`src/rtl/dnn_host_ctrl_if.sv`:
```
// dnn_host_ctrl_if
//   Generic valid/ready stream used on both sides of the DNN host controller.
//   W     : payload width
//   valid : payload valid, driven by the producer
//   ready : consumer can take the payload this cycle
//   data  : payload, transferred when valid & ready
//   master: producer view, slave: consumer view
interface dnn_host_ctrl_if #(
    parameter int W = 8
);
    logic         valid;
    logic         ready;
    logic [W-1:0] data;

    modport master (output valid, output data, input ready);
    modport slave  (input valid, input data, output ready);
endinterface

```
`src/rtl/dnn_host_ctrl.sv`:
```
// dnn_host_ctrl
//   Host-side driver for the 4-input / 2-output DNN inference core. Input
//   samples arrive one per beat and are staged four at a time; each full
//   vector is launched to the core with a one-cycle in_ready strobe and the
//   result pair is captured a fixed LATENCY cycles later and offered
//   downstream until accepted.
//
//   Parameters
//     I_W      signed sample width (matches the core input width)
//     O_W      signed result width (I_W+13)
//     LATENCY  cycles from the in_ready cycle to the result sample, 2..15
//
//   Ports
//     clk, rst_n            clock, async active-low reset
//     s                     sample stream in  (data = I_W signed sample)
//     m                     result stream out (data = {m_out0, m_out1})
//     x0..x3                registered vector to the core
//     in_ready              registered launch strobe to the core
//     out0, out1            core results
//     out0_ready/out1_ready core result flags, monitored for errors only
//     busy                  inference in progress (FIRE, WAIT or HOLD)
//     rdy_err               sticky result-flag error
//     done_cnt              completed result handshakes, wraps
//
//   state | meaning
//   ------+--------------------------------------------------------------
//   IDLE  | waiting for four staged samples
//   FIRE  | vector on x0..x3, in_ready high for this single cycle
//   WAIT  | latency down-counter running, result flags monitored
//   HOLD  | result pair offered on m until accepted
module dnn_host_ctrl #(
    parameter int I_W     = 7,
    parameter int O_W     = 20,
    parameter int LATENCY = 6
) (
    input  logic                  clk,
    input  logic                  rst_n,
    dnn_host_ctrl_if.slave        s,
    dnn_host_ctrl_if.master       m,
    output logic signed [I_W-1:0] x0,
    output logic signed [I_W-1:0] x1,
    output logic signed [I_W-1:0] x2,
    output logic signed [I_W-1:0] x3,
    output logic                  in_ready,
    input  logic signed [O_W-1:0] out0,
    input  logic signed [O_W-1:0] out1,
    input  logic                  out0_ready,
    input  logic                  out1_ready,
    output logic                  busy,
    output logic                  rdy_err,
    output logic [15:0]           done_cnt
);

    localparam logic [1:0] ST_IDLE = 2'd0;
    localparam logic [1:0] ST_FIRE = 2'd1;
    localparam logic [1:0] ST_WAIT = 2'd2;
    localparam logic [1:0] ST_HOLD = 2'd3;

    // WAIT reaches terminal count exactly LATENCY cycles after FIRE.
    localparam logic [3:0] WCNT_LOAD = 4'(LATENCY - 1);

    logic [1:0]           state;
    logic [2:0]           scnt;
    logic signed [I_W-1:0] stg [4];
    logic signed [I_W-1:0] s_data;
    logic                 s_ready;
    logic                 accept;
    logic                 launch;
    logic [3:0]           wcnt;
    logic                 pair_seen;
    logic                 m_valid_q;
    logic [2*O_W-1:0]     m_data_q;
    logic                 both_rdy;
    logic                 split_rdy;
    logic                 capture;
    logic                 handshake;

    assign s_data    = s.data;
    assign s_ready   = (scnt < 3'd4);
    assign s.ready   = s_ready;
    assign accept    = s.valid & s_ready;

    // scnt==4 blocks accepts, so a launch never coincides with a beat.
    assign launch    = (state == ST_IDLE) && (scnt == 3'd4);

    assign both_rdy  = out0_ready & out1_ready;
    assign split_rdy = out0_ready ^ out1_ready;
    assign capture   = (state == ST_WAIT) && (wcnt == 4'd0);
    assign handshake = (state == ST_HOLD) && m_valid_q && m.ready;

    assign m.valid   = m_valid_q;
    assign m.data    = m_data_q;
    assign busy      = (state != ST_IDLE);

    // Staging keeps filling in every state so the next vector is ready
    // while the current one is still in flight.
    always_ff @(posedge clk or negedge rst_n) begin
        if (!rst_n) begin
            scnt <= 3'd0;
            for (int i = 0; i < 4; i++) begin
                stg[i] <= '0;
            end
        end else if (launch) begin
            scnt <= 3'd0;
        end else if (accept) begin
            stg[scnt[1:0]] <= s_data;
            scnt           <= scnt + 3'd1;
        end
    end

    always_ff @(posedge clk or negedge rst_n) begin
        if (!rst_n) begin
            state     <= ST_IDLE;
            x0        <= '0;
            x1        <= '0;
            x2        <= '0;
            x3        <= '0;
            in_ready  <= 1'b0;
            wcnt      <= 4'd0;
            pair_seen <= 1'b0;
            m_valid_q <= 1'b0;
            m_data_q  <= '0;
            rdy_err   <= 1'b0;
            done_cnt  <= 16'd0;
        end else begin
            // High only during FIRE, which always follows a launch.
            in_ready <= launch;

            case (state)
                ST_IDLE: begin
                    if (launch) begin
                        x0    <= stg[0];
                        x1    <= stg[1];
                        x2    <= stg[2];
                        x3    <= stg[3];
                        state <= ST_FIRE;
                    end
                end

                ST_FIRE: begin
                    wcnt      <= WCNT_LOAD;
                    pair_seen <= 1'b0;
                    state     <= ST_WAIT;
                end

                ST_WAIT: begin
                    pair_seen <= pair_seen | both_rdy;
                    if (split_rdy) begin
                        rdy_err <= 1'b1;
                    end
                    if (capture) begin
                        m_data_q  <= {out0, out1};
                        m_valid_q <= 1'b1;
                        state     <= ST_HOLD;
                        // The capture cycle itself still counts as a
                        // chance for the flags to have been seen together.
                        if (!(pair_seen | both_rdy)) begin
                            rdy_err <= 1'b1;
                        end
                    end else begin
                        wcnt <= wcnt - 4'd1;
                    end
                end

                ST_HOLD: begin
                    if (handshake) begin
                        m_valid_q <= 1'b0;
                        done_cnt  <= done_cnt + 16'd1;
                        state     <= ST_IDLE;
                    end
                end

                default: begin
                    state <= ST_IDLE;
                end
            endcase
        end
    end

endmodule

```
`src/flat_wrapper.sv`:
```
// flat-port wrapper written by rule: the top's interface ports become plain ports
module dnn_host_ctrl_flat 
#(
    parameter int I_W     = 7,
    parameter int O_W     = 20,
    parameter int LATENCY = 6
)
  (clk, rst_n, x0, x1, x2, x3, in_ready, out0, out1, out0_ready, out1_ready, busy, rdy_err, done_cnt, s_valid, s_data, s_ready, m_valid, m_data, m_ready);
  dnn_host_ctrl_if #(.W(I_W)) s_i ();
  dnn_host_ctrl_if #(.W(2*O_W)) m_i ();
  input  logic clk;
  input  logic rst_n;
  output logic signed [I_W-1:0] x0;
  output logic signed [I_W-1:0] x1;
  output logic signed [I_W-1:0] x2;
  output logic signed [I_W-1:0] x3;
  output logic in_ready;
  input  logic signed [O_W-1:0] out0;
  input  logic signed [O_W-1:0] out1;
  input  logic out0_ready;
  input  logic out1_ready;
  output logic busy;
  output logic rdy_err;
  output logic [15:0] done_cnt;
  input wire logic [$bits(s_i.valid)-1:0] s_valid;
  input wire logic [$bits(s_i.data)-1:0] s_data;
  output wire logic [$bits(s_i.ready)-1:0] s_ready;
  output wire logic [$bits(m_i.valid)-1:0] m_valid;
  output wire logic [$bits(m_i.data)-1:0] m_data;
  input wire logic [$bits(m_i.ready)-1:0] m_ready;
  assign s_i.valid = s_valid;
  assign s_i.data = s_data;
  assign s_ready = s_i.ready;
  assign m_valid = m_i.valid;
  assign m_data = m_i.data;
  assign m_i.ready = m_ready;
  dnn_host_ctrl #(.I_W(I_W), .O_W(O_W), .LATENCY(LATENCY)) u_core (.clk(clk), .rst_n(rst_n), .s(s_i), .m(m_i), .x0(x0), .x1(x1), .x2(x2), .x3(x3), .in_ready(in_ready), .out0(out0), .out1(out1), .out0_ready(out0_ready), .out1_ready(out1_ready), .busy(busy), .rdy_err(rdy_err), .done_cnt(done_cnt));
endmodule
```
`config.mk`:
```
export PLATFORM = sky130hd
export DESIGN_NAME = dnn_host_ctrl_flat
export DESIGN_NICKNAME = d
export VERILOG_FILES = /design/src/rtl/dnn_host_ctrl_if.sv /design/src/rtl/dnn_host_ctrl.sv /design/src/flat_wrapper.sv
export SDC_FILE = /design/constraint.sdc
export NUM_CORES = 1
export LEC_CHECK = 0
export ABC_AREA = 1
export CORE_ASPECT_RATIO = 1.75
export CORE_MARGIN = 5
export CORE_UTILIZATION = 52
export DETAILED_ROUTE_END_ITERATION = 8
export HOLD_SLACK_MARGIN = 0.12
export PLACE_DENSITY = 0.85
export SLEW_MARGIN = 20
export SYNTH_ARGS = -nofsm -noshare
export SYNTH_HDL_FRONTEND = slang
export SYNTH_SLANG_ARGS = --single-unit
```
`constraint.sdc`:
```
create_clock -name clk -period 3.6 [get_ports clk]
set_input_delay 1.08 -clock clk [delete_from_list [all_inputs] [get_ports clk]]
set_output_delay 1.08 -clock clk [all_outputs]
set_load 0.05 [all_outputs]
```
After elaboration in Yosys (flattened, before gate mapping)
Cells that the tools add are included.
{ "op_classes": {"add_sub_neg": 3, "magnitude_cmp": 3, "eq_ne": 8, "muxes": 18, "n_bitwise": 6, "n_reduce_logical": 18} }
{ "ops": {"columns": ["op", "n"], "rows": [
  ["28-bit bitwise mux", 1],
  ["16-bit by 1-bit adder with 16-bit output, second input constant", 1],
  ["7-bit demux with 2-bit select", 1],
  ["2-bit AND reduction", 5],
  ["2-bit one-hot mux with 4 select lines", 1],
  ["4-bit one-hot mux with 2 select lines", 1],
  ["2-bit nonzero test", 4],
  ["7-bit 2-to-1 mux", 1],
  ["2-bit 2-to-1 mux", 3],
  ["3-bit 2-to-1 mux", 2],
  ["2-bit by 1-bit inequality test with 1-bit output, second input constant", 3],
  ["3-bit AND reduction", 2],
  ["1-bit logical AND", 5],
  ["1-bit 2-to-1 mux", 5],
  ["2-bit == test, second input constant", 2],
  ["4-bit zero test", 1],
  ["4-bit 2-to-1 mux", 1],
  ["1-bit one-hot mux with 2 select lines", 2],
  ["4-bit by 1-bit subtractor with 4-bit output, second input constant", 1],
  ["3-bit by 1-bit adder with 3-bit output, second input constant", 1],
  ["3-bit == test, second input constant", 1],
  ["3-bit greater-or-equal comparator, second input constant", 1],
  ["3-bit by 1-bit < comparator with 1-bit output, second input constant", 1],
  ["3-bit < comparator, second input constant", 1],
  ["8 further kinds", 9]
]} }
{ "word_totals": {"ff_bits": 125, "inputBits": 53} }

Longest topological paths before layout
{ "depth": {"word_depth": 6, "depth_mapped": 8} }

Worst setup path before layout
OpenSTA, ideal clock, no wires.
{ "synth_timing": {"path_kind": "register to output", "startpoint": "register u_core.state[0]", "endpoint": "output port busy", "arrival_time_ns": 0.970, "required_time_ns": 2.520, "setup_slack_ns": 1.550, "path_stages_with_launch": 4, "cell_sequence": "dfrtp_1 inv_1 ha_1 inv_1"} }
{ "synth_between": {"elab_chain_cells": 1} }
{ "synth_lines": {"columns": ["element", "line_no", "text"], "rows": [
  ["start, declared", "dnn_host_ctrl.sv:62", "logic [1:0] state;"],
  ["start signal, assigned", "dnn_host_ctrl.sv:113", "state <= ST_IDLE;"],
  ["start signal, assigned", "dnn_host_ctrl.sv:136", "state <= ST_FIRE;"],
  ["start signal, assigned", "dnn_host_ctrl.sv:143", "state <= ST_WAIT;"],
  ["2-bit nonzero test", "dnn_host_ctrl.sv:93", "assign busy = (state != ST_IDLE);"],
  ["end, declared", "flat_wrapper.sv:22", "output logic busy;"]
]} }
No other way between the ends.

Worst setup path after layout
Same ends and word-level chain as after synthesis.

==> impl_metrics.csv <==
group,metric,value,unit
clock_network,clkSlewWorstSetupHoldPaths,0.06,ns
route,route.detailed.drc,0,
clock_network,htree_levels,4,
finish,final_cells,853,
placed_design,gp_congestion,0.814,
route,num_vias,4361,
timing,fmax,0.320,GHz
finish,diodes,0,
critical_path,path_depth,4,
route,wirelength,13600,um
synth,synthTopCellsByArea,"dfrtp_1 (60%), nand2_1 (14%), inv_1 (5.1%)",
route,wl_per_cell,15.9,um
route,ant_nets,0,
critical_path,cpLargestDelayFamily,"buffers and inverters",
route,vias_per_cell,5.11,
synth,syn_nets,634,
worst_hold_path,holdPathStages,1,
synth,synth.distinct_cells,31,
critical_path,start_kind,"flip-flop",
clock_network,ctsLongestPathBuffers,2,
critical_path,r2r-end,"u_core.m.data[17]",
finish,area_growth,40.9,%
power_and_ir_drop,p_leak,0.00367,uW
clock_network,cts_tree,"done",
timing,slew_violations,0,
die,dieArea,0.0122,mm2
critical_path,critPathMaxStageDelay,0.79,ns
finish,drive_gt1_share,7.42,%
worst_hold_path,min_to,"u_core.rdy_err",
finish,utilization,74.3,%
synth,syn_avg_cell_area,9.12,um2
critical_path,cp-end-kind,"primary output",
clock_network,numCtsBuffers,17,
critical_path,cp_data_required_time,2.52,ns
critical_path,cp_common_cell,"inv_1",
clock_network,clk_root_buffer_cell,"clkbuf_16",
timing,tns,0,ns
synth,synth_seq_cells,125,
timing,finalCriticalPeriod,3.13,ns
timing,relSlewSlack,34.8,%
global_routing,gr-total-overflow,0,
critical_path,crit_buf_inv,3,
critical_path,cp_max_fo,4,
die,die_x,85.5,um
clock_network,cts_resized,0,
power_and_ir_drop,powerDensity,992,mW/mm2
worst_hold_path,hold_path_class,"reg -> reg",
global_routing,grt.total_usage,23.8,%
clock_network,cts.sinks,125,
timing,period_share,86.9,%
critical_path,path_cells,"inv_1, ha_1, inv_1, clkdlybuf4s50_1",
power_and_ir_drop,ir_drop,0.583,mV
timing,rsz0062_at_grt,"no",
die,initial_core_util,52.7,%
die,num_rows,48,
global_routing,grt_pass1_wl,22400,um
route,drt_iter0_drc,189,
clock_network,cts_hold_buffers,0,
die,num_io_pins,142,
critical_path,r2r_cells,6,
critical_path,worstSetupPathType,"reg -> out",
placed_design,io_buffer_count,141,
timing,setup_viol,0,
critical_path,reg2reg_from,"u_core.state[0]",
die,core_area,0.00985,mm2
critical_path,slowest_stage,"clkdlybuf4s50_1",
finish,final_nets,781,
route,dr.pass1.iters,4,
placed_design,dpl.hpwl,9630,um
placed_design,dp_cells,822,
synth,yosysWarningCount,0,
timing,skew,0.00616,ns
worst_hold_path,hp-start,"u_core.rdy_err",
global_routing,antenna_found_initial,0,
run,maxCapViolations,0,
synth,synth_area_leader_cell,"dfrtp_1",
placed_design,dp_slack,0.918,ns
timing,hold_viol_final,0,
synth,synth_cells,569,
critical_path,r2r_slack,1.18,ns
synth,yosysSeqAreaShare,60.3,%
global_routing,grt_pass1_vias,4614,
synth,synthesis.area,0.00519,mm2
global_routing,grt_max_degree,55,
run_status,status,"complete, no violations",
clock_network,post_cts_buffers,0,
critical_path,cp.arrival,2.05,ns
timing,fin_ws,0.471,ns
clock_network,clock_latency,0.41,ns
timing,tightest_slew,0.978,ns
synth,yosysTopAreaCellShare,60.3,%
die,die_height,142,um
[how the worst max path moves through the flow]
| stage | from | endpoint | slack [ns] |
|---|---|---|---|
| after CTS | u_core.state[0] | busy | 0.44 |
| final | u_core.state[0] | busy | 0.47 |
| after floorplan | u_core.state[0] | busy | 1.55 |
| after detailed placement | u_core.state[0] | busy | 0.92 |
| after global routing | u_core.state[0] | busy | 0.38 |
| after global placement | u_core.state[0] | busy | 0.98 |
[cell type report]
cell class | instances | area, um2
repair buffers | 147 | 1470
fillers | 688 | 2530
flip-flops and latches | 125 | 3130
well taps | 125 | 156
multi-input cells | 351 | 1700
inverters | 74 | 278
clock inverters | 13 | 149
clock buffers | 18 | 439
[metal layers]
metal | track usage, % | part of all wire, %
met5 | 0 | 0
met4 | 12.8 | 4.5
met3 | 5.16 | 4.2
met2 | 43.7 | 56
met1 | 24.7 | 35
[logic make-up (layout without fill, tap and decap cells)]
| logic type | count (synthesis) | after routing | synth area share [%] |
|---|---|---|---|
| buffers and inverters | 93 | 252 | 7.04 |
| adder cells (fa/ha/maj) | 12 | 12 | 2.89 |
| AO/OA/AOI/OAI | 83 | 83 | 8.27 |
| flip-flops | 125 | 125 | 60.3 |
| AND/OR/NAND/NOR | 246 | 246 | 19.9 |
| XOR/XNOR | 10 | 10 | 1.69 |
[power by group]
| group | internal [uW] | switching, uW | leakage [uW] |
|---|---|---|---|
| Sequential | 1970 | 359 | 0.00157 |
| Combinational | 1040 | 2190 | 0.00181 |
| Clock | 1090 | 599 | 0.000291 |
[sequential cells by signal, indices dropped and copies added, names as in the netlist]
name	cells
u_core.done_cnt	16
u_core.in_ready	1
u_core.m.data	40
u_core.m.valid	1
u_core.pair_seen	1
u_core.rdy_err	1
u_core.scnt	3
u_core.state	2
u_core.stg	28
u_core.wcnt	4
u_core.x0	7
u_core.x1	7
u_core.x2	7
u_core.x3	7
[cells in the mapped netlist, drive strengths merged]
cell type	instances
a21boi	1
a21o	1
a21oi	4
a31oi	1
buf	12
clkbuf	7
clkinv	1
dfrtp	125
ha	12
inv	73
nand2	203
nand3	11
nand3b	2
nand4	6
nor2	22
o21ai	74
o21bai	1
o22ai	1
or2	2
xnor2	5
xor2	5
[metrics by stage]
step	instance area, um2	power, uW	hold WS [ns]
6_report	7310	7260	0.462
5_1_grt	7310	7620	0.488
4_1_cts	7310	7320	0.468
3_5_place_dp	6730	5570	0.456
3_3_place_gp	6730	5440	0.444
2_1_floorplan	5190	4390	0.441
[layout by cell type (no fill, tap or decap), types with 3 or more instances in the layout]
cell	netlist	final
a21oi_1	4	4
buf_4	0	6
bufinv_16	0	3
clkbuf_16	0	17
clkdlybuf4s50_1	0	140
clkinv_2	0	7
dfrtp_1	125	125
ha_1	12	12
inv_1	71	71
nand2_1	200	200
nand2_2	3	3
nand3_1	7	7
nand3_2	3	3
nand4_1	6	6
nor2_1	17	17
nor2_2	3	3
o21ai_0	33	33
o21ai_1	41	41
xnor2_1	5	5
xor2_1	5	5
[worst register-to-register path, cell delays in order, from the launching register on]
cell     delay [ns]
dfrtp_1        0.41
inv_1          0.11
ha_1           0.30
nand3_2        0.77
buf_4          0.56
nand2_1        0.08
o21ai_1        0.07
No activity file was read; power rests on OpenSTA's default activity.
